**config.mk**
```make
export PLATFORM = sky130hd
export DESIGN_NAME = seq_shifter
export DESIGN_NICKNAME = d
export VERILOG_FILES = /design/src/rtl/shifter_pkg.sv /design/src/rtl/shift_step.sv /design/src/rtl/seq_shifter.sv
export SDC_FILE = /design/constraint.sdc
export NUM_CORES = 1
export LEC_CHECK = 0
export BUFFER_PORTS_ARGS = -buffer_cell sky130_fd_sc_hd__buf_2
export CORE_MARGIN = 2
export CORE_UTILIZATION = 40
export CTS_CLUSTER_SIZE = 30
export DETAILED_ROUTE_END_ITERATION = 6
export GPL_TIMING_DRIVEN = 1
export PLACE_DENSITY_LB_ADDON = 0.2
export SKIP_LAST_GASP = 1
export SYNTH_ARGS = -nofsm -noshare
export SYNTH_HDL_FRONTEND = slang
export SYNTH_HIERARCHICAL = 1
export SYNTH_SLANG_ARGS = --single-unit
```
**constraint.sdc**
```tcl
create_clock -name clk -period 5.9 [get_ports clk]
set_input_delay 1.77 -clock clk [delete_from_list [all_inputs] [get_ports clk]]
set_output_delay 1.77 -clock clk [all_outputs]
set_load 0.1 [all_outputs]
```
**src/rtl/shifter_pkg.sv**
```systemverilog
// Shared encodings for the sequential shifter: ALU shift modes and controller states.
package shifter_pkg;

    localparam logic [1:0] MODE_SLL = 2'b00;
    localparam logic [1:0] MODE_SRL = 2'b01;
    localparam logic [1:0] MODE_SRA = 2'b11;

    typedef enum logic [1:0] {
        ST_IDLE  = 2'b00,
        ST_SHIFT = 2'b01,
        ST_DONE  = 2'b10
    } state_t;

endpackage

```
**src/rtl/shift_step.sv**
```systemverilog
// Combinational single-step shifter: moves data by 0..STEP positions in the given mode.
module shift_step
    import shifter_pkg::*;
#(
    parameter int WIDTH = 32,
    parameter int STEP  = 4
) (
    input  logic [WIDTH-1:0]       data,
    input  logic [$clog2(STEP):0]  amt,
    input  logic [1:0]             mode,
    output logic [WIDTH-1:0]       result
);

    logic signed [WIDTH-1:0] data_s;

    assign data_s = data;

    // The reserved mode encoding falls through to a logical left shift.
    always_comb begin
        case (mode)
            MODE_SRL: result = data >> amt;
            MODE_SRA: result = WIDTH'(data_s >>> amt);
            default:  result = data << amt;
        endcase
    end

endmodule

```
**src/rtl/seq_shifter.sv**
```systemverilog
// Multi-cycle SLL/SRL/SRA shifter for the ALU path, at most STEP positions per clock,
// with valid/ready handshakes on both sides.
module seq_shifter
    import shifter_pkg::*;
#(
    parameter  int WIDTH   = 32,
    parameter  int STEP    = 4,
    localparam int SHAMT_W = $clog2(WIDTH)
) (
    input  logic               clk,
    input  logic               rst_n,
    input  logic               in_valid,
    output logic               in_ready,
    input  logic [WIDTH-1:0]   in_data,
    input  logic [SHAMT_W-1:0] in_shamt,
    input  logic [1:0]         in_mode,
    output logic               out_valid,
    input  logic               out_ready,
    output logic [WIDTH-1:0]   out_data,
    output logic               busy
);

    localparam int AMT_W = $clog2(STEP) + 1;
    localparam logic [SHAMT_W:0] STEP_CAP = (SHAMT_W + 1)'(STEP);

    state_t             state, state_d;
    logic [WIDTH-1:0]   work, work_d, step_out;
    logic [1:0]         mode_q, mode_d;
    logic [SHAMT_W-1:0] remaining, remaining_d;
    logic [SHAMT_W:0]   rem_ext, rem_left;
    logic [AMT_W-1:0]   k;

    // One extra bit so STEP=WIDTH still compares correctly; k never exceeds remaining.
    assign rem_ext  = {1'b0, remaining};
    assign k        = (rem_ext > STEP_CAP) ? AMT_W'(STEP) : AMT_W'(remaining);
    assign rem_left = rem_ext - (SHAMT_W + 1)'(k);

    shift_step #(
        .WIDTH (WIDTH),
        .STEP  (STEP)
    ) u_step (
        .data   (work),
        .amt    (k),
        .mode   (mode_q),
        .result (step_out)
    );

    always_comb begin
        state_d     = state;
        work_d      = work;
        mode_d      = mode_q;
        remaining_d = remaining;
        case (state)
            ST_IDLE: begin
                if (in_valid) begin
                    work_d      = in_data;
                    mode_d      = in_mode;
                    remaining_d = in_shamt;
                    state_d     = (in_shamt == '0) ? ST_DONE : ST_SHIFT;
                end
            end
            ST_SHIFT: begin
                work_d      = step_out;
                remaining_d = rem_left[SHAMT_W-1:0];
                if (rem_left == '0) state_d = ST_DONE;
            end
            ST_DONE: begin
                if (out_ready) state_d = ST_IDLE;
            end
            default: state_d = ST_IDLE;
        endcase
    end

    // Reset discards any in-flight operation; out_data reads back as zero afterwards.
    always_ff @(posedge clk) begin
        if (!rst_n) begin
            state     <= ST_IDLE;
            work      <= '0;
            mode_q    <= MODE_SLL;
            remaining <= '0;
        end else begin
            state     <= state_d;
            work      <= work_d;
            mode_q    <= mode_d;
            remaining <= remaining_d;
        end
    end

    assign in_ready  = (state == ST_IDLE) && rst_n;
    assign out_valid = (state == ST_DONE);
    assign busy      = (state == ST_SHIFT) || (state == ST_DONE);
    assign out_data  = work;

endmodule

```
==> qor.txt <==
fin util: 0.447
post_cts resized: 0
HP Class: reg -> reg
chip height: 104 microns
Worst-Margin Slew: 1110 ps
WS Path Type: in -> out
hold bufs inserted after CTS: 0
Synth Flop Type: dfxtp_1
post-synth top area cell: mux2i_1
Final min period: 4190 ps
share of layout cells above drive strength 1: 0.179
wirelength, routed: 11300 microns
Slew headroom: 0.258
Final Cycle Share: 0.710
CTS buffer count: 5
total congestion overflow: 0
Max Clk Rate: 239 MHz
worst-case reg-to-reg path depth: 9
setup violators final: 0
Area contributors post-synth: mux2i_1 (22%), dfxtp_1 (21%), o211a_1 (8.3%), o22ai_1 (7.6%), nand2_1 (5.4%)
Total GRT Usage: 0.200
Post-synth EDFFs: 0
Synth warnings: 6
Max Transition Viols Final: 0
Post-CTS Setup Inserts: 0
Clock Latency Late Sink: 290 ps
Worst Hold Launch: state[0]
CP max stage delay: 420 ps
post-route ant nets: 0
syn nets: 541
number of distinct library cells after synthesis: 55
Starting Density: 0.409
CTS Root Cell: clkbuf_8
Die Area: 10700 sq um
Startpoint Class: input port
Layout Skew: 10.0 ps
number of clock sinks: 41
r2r setup slk: 2360 ps
register area share after synthesis: 0.207
I/O Buffers: 77
Fill cells: 1018
Max Cap Violations: 0
drt wl/cell: 16.9 microns
Post-Syn Area: 3960 sq um
CP Data Arrival Time: 2420 ps
WP data required: 4130 ps
GP Congestion: 0.856
clock transition at the registers of the reported paths: 80 ps
hold path endpoint: state[0]
critical path cell sequence: buf_2 > and2_1 > buf_2
ant diodes: 0
drt first pass iters: 5
Placement Setup Slack: 1710 ps
FF-to-FF Start: remaining[2]
pin count of the biggest net entering global routing: 75
mean post-synth cell area: 8.02 sq um
slowest cell on the critical path: buf_2
Non-Filler Instances: 669
final worst slack: 1710 ps
placed cell count: 661
Layout area overhead: 9.31%
Worst path most repeated cell: buf_2
Post-layout nets: 582
first-pass GRT wire length: 18100 microns
Yosys top cell area share: 0.225
Syn Inst Count: 494
chip width: 104 microns
Core ar.: 9680 sq um
clk buf depth: 2
drc violations: 0
vias in the first global route: 3608
Async S/R FF share, synth: 0
status: finished, final reports clean
final hold vios: 0
#FFs+latches synth: 41
row cnt: 36
vias: 4056
initial antenna violation count: 0
I/O Pins: 78
crit-path max FO: 2
crit end category: output pin
drt via density: 6.06
CTS H-tree lvls: 2
post-DP HPWL: 7770 microns
CTS tree: done
Setup TNS: 0 ps
RSZ-0062 raised after global routing: no
1st-iter DRT viols: 452
reg2reg end: out_data[4]
Worst Hold Depth: 2
==> worst max-delay path, delay by kind of cell <==
family | cells | cell delay, ps
AND/OR/NAND/NOR | 1 | 130
buffers and inverters | 2 | 510
==> through the flow <==
step / cell area (sq um) / hold WS, ps
floorplan: 3960 / 452
global placement: 4250 / 475
detailed placement: 4250 / 484
CTS: 4330 / 495
global route: 4330 / 543
finish: 4330 / 498
==> how the worst max path moves through the flow <==
stage / start / endpoint / slack (ps) / cells after the start
after CTS: rst_n / in_ready / 1710 / 3
after floorplan: rst_n / in_ready / 1610 / 1
after global placement: rst_n / in_ready / 1730 / 3
after detailed placement: rst_n / in_ready / 1710 / 3
after global routing: rst_n / in_ready / 1680 / 3
final: rst_n / in_ready / 1710 / 3
==> cells in the mapped netlist (all sizes together), types with 3 or more instances <==
library cell,count
mux2i,89
nor2b,4
and2,4
clkbuf,17
a211oi,7
dfxtp,41
nor2,29
o21ai,8
a31oi,6
o32a,3
ha,4
o22ai,48
a21oi,11
o221ai,4
o211a,33
inv,8
buf,30
mux2,4
o211ai,3
o21a,4
nand3,6
a21boi,3
nand2,57
nand2b,8
nor3,37
==> cell usage in the layout (no fill, tap or decap), types with 2 or more instances in the layout <==
master | netlist | routed
and2_1 | 4 | 3
nor2b_1 | 4 | 4
nand2b_1 | 8 | 8
a2bb2oi_1 | 2 | 2
mux2_1 | 2 | 2
o221ai_1 | 4 | 4
nor2_1 | 29 | 29
a21boi_0 | 3 | 3
o22ai_1 | 48 | 48
dfxtp_1 | 41 | 41
o211ai_1 | 3 | 3
o211a_1 | 33 | 33
a22oi_1 | 2 | 2
nor3_1 | 36 | 36
nand2_1 | 57 | 57
o32a_1 | 3 | 3
buf_4 | 0 | 4
a31oi_1 | 6 | 6
ha_1 | 4 | 3
o31a_1 | 2 | 2
nand3_1 | 6 | 6
or3_1 | 2 | 2
clkbuf_8 | 0 | 5
a21oi_1 | 10 | 10
a211o_1 | 2 | 2
o21a_1 | 4 | 4
inv_1 | 7 | 7
mux2i_1 | 89 | 89
buf_2 | 12 | 77
a32oi_1 | 2 | 2
a211oi_1 | 7 | 7
o21ai_0 | 6 | 6
clkbuf_1 | 17 | 3
==> cells by family after synthesis <==
logic type	Yosys count	share of synthesized area
and+or+nand+nor	153	0.177
AOI/OAI and AO/OA	145	0.277
muxes	93	0.237
buffers and inverters	56	0.0865
DFF	41	0.207
adders and majority gates	4	0.0126
other	1	0.000946
xor gates and xnor gates	1	0.00221
==> state kept, by name (all words and copies together) (netlist names) <==
signal     flops
state          2
mode_q         2
remaining      5
out_data      32
==> layout make-up <==
class                           instances  area (sq um)  area share
Multi-Input combinational cell        397          2820       0.650
Timing Repair Buffer                   81           415      0.0959
Sequential cell                        41           821       0.189
Inverter                                9          33.8     0.00780
Tap cell                              133           166      0.0384
Clock buffer                            8          80.1      0.0185
==> per-layer routing <==
layer	global-route usage	share of wire	wire, microns
met2	0.329	0.47	5290
met1	0.280	0.46	5190
met3	0.0340	0.071	801
met5	0	0	0
met4	0.0299	0.0026	29
Power is left out: the tool's default activity adds up to more than one toggle a clock period on the data nets, which glitch-free logic cannot reach.
